File: src/rtl/calendar_core.sv
// Binary seconds..year timekeeper with 1 Hz prescaler and field-write port.
// Define LEAP_YEAR_EN to give February 29 days when year[1:0]==0.
module calendar_core #(
  parameter int CLK_DIV = 50000000,
  parameter int CNT_W   = 26
) (
  input  logic       clk,
  input  logic       rst_n,
  input  logic       run,
  input  logic       set_valid,
  input  logic [2:0] set_sel,
  input  logic [7:0] set_val,
  output logic [7:0] sec,
  output logic [7:0] min,
  output logic [7:0] hour,
  output logic [7:0] day,
  output logic [7:0] month,
  output logic [7:0] year,
  output logic       tick,
  output logic       set_err
);

  localparam logic [CNT_W-1:0] LP_TOP = CNT_W'(CLK_DIV - 1);

  logic [CNT_W-1:0] r_cnt;
  logic             r_pend;
  logic             r_tick;
  logic             r_err;
  logic [7:0]       r_sec;
  logic [7:0]       r_min;
  logic [7:0]       r_hour;
  logic [7:0]       r_day;
  logic [7:0]       r_month;
  logic [7:0]       r_year;

  logic       w_req;
  logic       w_due;
  logic       w_svc;
  logic       w_legal;
  logic       w_wr;
  logic       w_leap_cur;
  logic       w_leap_new;
  logic [7:0] w_dim_cur;
  logic [7:0] w_dim_mon;
  logic [7:0] w_dim_yr;
  logic       w_c_min;
  logic       w_c_hour;
  logic       w_c_day;
  logic       w_c_mon;
  logic       w_c_yr;

  function automatic logic [7:0] f_dim(
    input logic [7:0] m,
    input logic       leap
  );
    case (m)
      8'd4, 8'd6, 8'd9, 8'd11: f_dim = 8'd30;
      8'd2:    f_dim = leap ? 8'd29 : 8'd28;
      default: f_dim = 8'd31;
    endcase
  endfunction

`ifdef LEAP_YEAR_EN
  assign w_leap_cur = (r_year[1:0] == 2'b00);
  assign w_leap_new = (set_val[1:0] == 2'b00);
`else
  assign w_leap_cur = 1'b0;
  assign w_leap_new = 1'b0;
`endif

  assign w_dim_cur = f_dim(r_month, w_leap_cur);
  assign w_dim_mon = f_dim(set_val, w_leap_cur);
  assign w_dim_yr  = f_dim(r_month, w_leap_new);

  // A write always wins the edge; a due tick is parked in r_pend.
  assign w_req = run & (r_cnt == LP_TOP);
  assign w_due = run & (w_req | r_pend);
  assign w_svc = w_due & ~set_valid;
  assign w_wr  = set_valid & w_legal;

  always_comb begin
    w_legal = 1'b0;
    case (set_sel)
      3'd0, 3'd1: w_legal = (set_val < 8'd60);
      3'd2:    w_legal = (set_val < 8'd24);
      3'd3:    w_legal = (set_val != 8'd0) && (set_val <= w_dim_cur);
      3'd4:    w_legal = (set_val != 8'd0) && (set_val <= 8'd12);
      3'd5:    w_legal = (set_val < 8'd100);
      default: w_legal = 1'b0;
    endcase
  end

  assign w_c_min  = (r_sec == 8'd59);
  assign w_c_hour = w_c_min & (r_min == 8'd59);
  assign w_c_day  = w_c_hour & (r_hour == 8'd23);
  assign w_c_mon  = w_c_day & (r_day == w_dim_cur);
  assign w_c_yr   = w_c_mon & (r_month == 8'd12);

  always_ff @(posedge clk or negedge rst_n) begin
    if (!rst_n) begin
      r_cnt  <= '0;
      r_pend <= 1'b0;
      r_tick <= 1'b0;
      r_err  <= 1'b0;
    end else begin
      r_cnt  <= (!run || w_req) ? '0 : r_cnt + CNT_W'(1);
      r_pend <= w_due & set_valid;
      r_tick <= w_svc;
      r_err  <= set_valid & ~w_legal;
    end
  end

  always_ff @(posedge clk or negedge rst_n) begin
    if (!rst_n) begin
      r_sec   <= 8'd0;
      r_min   <= 8'd0;
      r_hour  <= 8'd0;
      r_day   <= 8'd1;
      r_month <= 8'd1;
      r_year  <= 8'd0;
    end else if (w_wr) begin
      case (set_sel)
        3'd0: r_sec  <= set_val;
        3'd1: r_min  <= set_val;
        3'd2: r_hour <= set_val;
        3'd3: r_day  <= set_val;
        3'd4: begin
          r_month <= set_val;
          if (r_day > w_dim_mon) r_day <= w_dim_mon;
        end
        3'd5: begin
          r_year <= set_val;
          if (r_day > w_dim_yr) r_day <= w_dim_yr;
        end
        default: ;
      endcase
    end else if (w_svc) begin
      r_sec <= w_c_min ? 8'd0 : r_sec + 8'd1;
      if (w_c_min)
        r_min <= w_c_hour ? 8'd0 : r_min + 8'd1;
      if (w_c_hour)
        r_hour <= w_c_day ? 8'd0 : r_hour + 8'd1;
      if (w_c_day)
        r_day <= w_c_mon ? 8'd1 : r_day + 8'd1;
      if (w_c_mon)
        r_month <= w_c_yr ? 8'd1 : r_month + 8'd1;
      if (w_c_yr)
        r_year <= (r_year == 8'd99) ? 8'd0 : r_year + 8'd1;
    end
  end

  assign sec     = r_sec;
  assign min     = r_min;
  assign hour    = r_hour;
  assign day     = r_day;
  assign month   = r_month;
  assign year    = r_year;
  assign tick    = r_tick;
  assign set_err = r_err;

endmodule

File: config.mk
export PLATFORM = sky130hd
export DESIGN_NAME = calendar_core
export DESIGN_NICKNAME = d
export VERILOG_FILES = /design/src/rtl/calendar_core.sv
export SDC_FILE = /design/constraint.sdc
export NUM_CORES = 1
export LEC_CHECK = 0
export ABC_AREA = 1
export CAP_MARGIN = 10
export CORE_MARGIN = 2
export CORE_UTILIZATION = 40
export CTS_BUF_LIST = sky130_fd_sc_hd__clkbuf_16
export DETAILED_ROUTE_END_ITERATION = 12
export SETUP_SLACK_MARGIN = 0.5
export SLEW_MARGIN = 30
export SYNTH_ARGS = -nofsm -noshare
export SYNTH_HDL_FRONTEND = slang
export SYNTH_SLANG_ARGS = --single-unit
File: constraint.sdc
create_clock -name clk -period 2.8 [get_ports clk]
set_input_delay 0.56 -clock clk [delete_from_list [all_inputs] [get_ports clk]]
set_output_delay 0.56 -clock clk [all_outputs]
set_load 0.1 [all_outputs]
==> results.txt <==
- Including well taps, the total number of placed cells is 1004.
- Counting along the longest clock path gives a buffer depth of 2.
- Via count: 5369
- For this run, the slowest stage of the critical path takes 0.65 ns.
- Once layout is complete, the utilization of the core stands at 55.0%.
- Synth unique cells: 42
- Pin count of the biggest net entering global routing: 51
- Maximum capacitance violations: 0
* Count of buffers inserted at the top-level ports: 64
- Asr flop ratio synth: 100%
* Highest clock frequency the design can meet: 368 MHz
- After global routing the overflow that remains totals 0.
* Number of hold-repair buffers added at the cts stage: 0
- For this design the top-level I/O count stands at 65.
- Most common library cell in the layout ignoring fill and taps: nand2_1
- Final Slew Violations: 0
- Counting every instance in the synthesized netlist gives 746.
- Net switching component of the power: 2230 uW
- The number of cells on the worst reg-to-reg path is 16.
- Accumulated negative setup slack: 0 ns
- Flip-flop cell with the highest count after synthesis: dfrtp_1
* Switching power as a share of total power: 46.3%
* Setup crit end kind: register
- Leaving out fill and tap cells, the most frequent cells in the layout are nand2_1 (186), buf_4 (82), inv_1 (75), nand3_1 (71), nor2_1 (69).
- Excluding fillers, the count of instances in the completed layout stands at 1039.
* Sequential fraction of the synthesis area: 36.0%
- Initial cell density of the core: 40.8%
* Worst relative slew slack: 55.0%
* Number of antenna violations at the first check in global routing: 0
* Clock tree from TritonCTS: done
* Average wire length per cell after detail routing: 15.4 um
- The number of clock buffers added by TritonCTS is 9.
- Share of the clock period used by the worst path: 97.1%
- Clock period minus worst slack: 2.72 ns
* Synthesized Nets: 777
- 0 antenna diodes ended up in the layout.
- Clock power frac: 27.0%
- Clock-pin slew was measured on the worst setup and hold paths at 0.06 ns.
- Overall track demand over capacity in global routing: 22.8%
* Maximum net fanout on the critical path: 7
* RSZ-0062 raised after global routing: yes
* Number of synthesis warnings: 0
- Maximum vdd ir drop: 748 uV
* Drc violations: 0
- Worst-case clock skew: 0.00938 ns
- The detailed router put a total of 7540 um of wire on met1.
- Top Metal Used: met4
* Synth Area per Inst: 7.18 um2
- Detailed-router iteration count before antenna repair: 6
- Gate power share: 42.5%
* Lkg Pwr: 0.00348 uW
- Cell row count: 42
- By startpoint and endpoint, the worst setup path is classified as register to register.
- In this run the clock root is driven by a clkbuf_16.
- At the placement stage, the worst setup path has a slack of -0.0597 ns.
* Routed met3 length: 709 um
- For this block, the initial DRC count from the detailed router was 456.
- Cell chain of the critical path: inv_4, ha_4, o21ai_2, nand2_1, a21oi_2, buf_4, ha_4, nand2_4, inv_2, nand4_1, nor2_4, nand2_4, o21ai_4, buf_6, nand3_2, nand2_1
- The tightest min-delay check is of the input pin to async pin type.
- Average via count per standard cell: 5.17
- The clock net in this run drives a total of 77 sinks.
* Synth top area share: 35.0%
* Die outline area: 14300 um2
- Sorting the synthesized cells by area gives the leading types as dfrtp_1 (35%), nand2_1 (15%), nand3_1 (7.7%), inv_1 (5.6%), nor2_1 (5.3%).
- Per report_power, the sequential group accounts for 30.5% of the total.
* Number of global-route vias before repair: 5035
- In the post-route analysis, the smallest setup slack over all paths is 0.0809 ns.
- Result of the run: complete, no violations
* Total wirelength of the detailed-routed design: 16000 um
* Worst Path Arrival: 3.00 ns
* Power per standard cell area: 666 nW/um2
- EDFF count, synth: 0
- GP Congestion: 0.945
- Growth of design area from synthesis to finish: 34.9%
- Startpoint of the worst register-to-register path: month[0]$_DFFE_PN1P_
* Startpoint type of the worst setup path: register
* Antenna violation net count after detailed routing: 0
- Of the cells placed in the final design, the portion with a size suffix greater than 1 is 27.8%.
- Setup violations remaining at the end of the flow were counted as 0.
- Internal power comes to 2590 uW.
- Area of the core region: 13100 um2
- In this run the worst setup path begins at month[0]$_DFFE_PN1P_.
* Die Height: 120 um
- H-tree level count: 3
- Half-perimeter wire length of the detailed placement result: 11600 um
- Total standard cell area after synthesis: 5360 um2
- Clock latency reported for the late side of the worst-skew pair: 0.35 ns
* Final count of hold timing violations: 0
- Highest-delay cell along the critical path: dfstp_4
* Global-route wire length before repair: 25800 um
- Leading area contributor after synthesis: dfrtp_1
- The final layout contains 889 nets.
- Required @ worst endpoint: 3.08 ns
- Least-Margin Pin Slew: 0.675 ns
- Width of the chip: 120 um
- Number of flip-flops and latches in the synthesized netlist: 77
* DR WL met2: 7430 um
- The design draws 4810 uW.
-- layout make-up --
class | instances | area [um2]
clock buffers | 9 | 225
clock inverters | 7 | 97.6
fillers | 1249 | 5910
inverters | 83 | 314
multi-input cells | 577 | 3460
flip-flops and latches | 77 | 1940
well taps | 176 | 220
repair buffers | 110 | 962
-- final timing paths --
kind / to / slack [ns]
worst min register to register: r_cnt[0]$_DFF_PN0_ / 0.46
worst max-delay path: year[5]$_DFFE_PN0P_ / 0.08
worst min-delay path: min[6]$_DFFE_PN0P_ / 0.23
worst max register to register: year[5]$_DFFE_PN0P_ / 0.08
max in group asynchronous: day[0]$_DFFE_PN1P_ / 1.79
min in group clk: r_cnt[0]$_DFF_PN0_ / 0.46
-- worst max-delay path: cells and delay by family (launching register included) --
kind            cells  cell delay (ns)
simple gates        7             0.80
fa+ha+maj           2             0.30
compound gates      3             0.48
flops               1             0.65
buf+inv             4             0.43
-- synthesized netlist by cell type (4+ instances only) --
master,count
nand2_1,214
nand3_1,82
inv_1,80
dfrtp_1,75
nor2_1,75
o21ai_0,32
xor2_1,26
nand4_1,20
ha_1,16
a21oi_1,15
nand2_2,15
nor3_1,13
nor2_2,8
xnor2_1,8
nand3b_1,7
o21ai_2,7
a31oi_1,4
buf_6,4
nand2_4,4
-- flip-flops by register name, summed over array words and instances (netlist names) --
signal / flops
month: 8
r_pend: 1
year: 8
day: 8
hour: 8
min: 8
sec: 8
set_err: 1
tick: 1
r_cnt: 26
-- through the flow --
step                hold WS, ns  cell area (um2)
floorplan                 0.264             5430
global placement          0.444             6310
detailed placement        0.457             6310
CTS                       0.267             6970
global route              0.292             7230
finish                    0.234             7230
-- logic make-up after synthesis --
kind of cell | synth area share [%]
flip-flops | 36.0
AO/OA/AOI/OAI | 8.03
buffers and inverters | 7.89
adder cells (fa/ha/maj) | 3.74
XOR/XNOR | 5.56
AND/OR/NAND/NOR | 38.8
-- power groups by stage --
stage,logic [uW],registers (uW),clock network (uW)
after floorplan,555,2350,0
after global placement,1880,1470,0
after detailed placement,1900,1480,0
after CTS,1980,1460,1320
after global routing,2180,1490,1370
final,2050,1470,1300
-- repair_timing --
item,in CTS,in global routing
resized for setup,58,56
pin swaps,17,43
setup buffers,12,4
cloned,2,1
setup endpoints to repair,48,53
-- metal layers --
layer,global-route usage (%),vias up
met3,2.47,22
li1,-,2665
met1,32.6,2534
met5,0,-
met4,9.04,0
met2,35.5,148
Note: power is estimated with default switching activity, not from simulation.
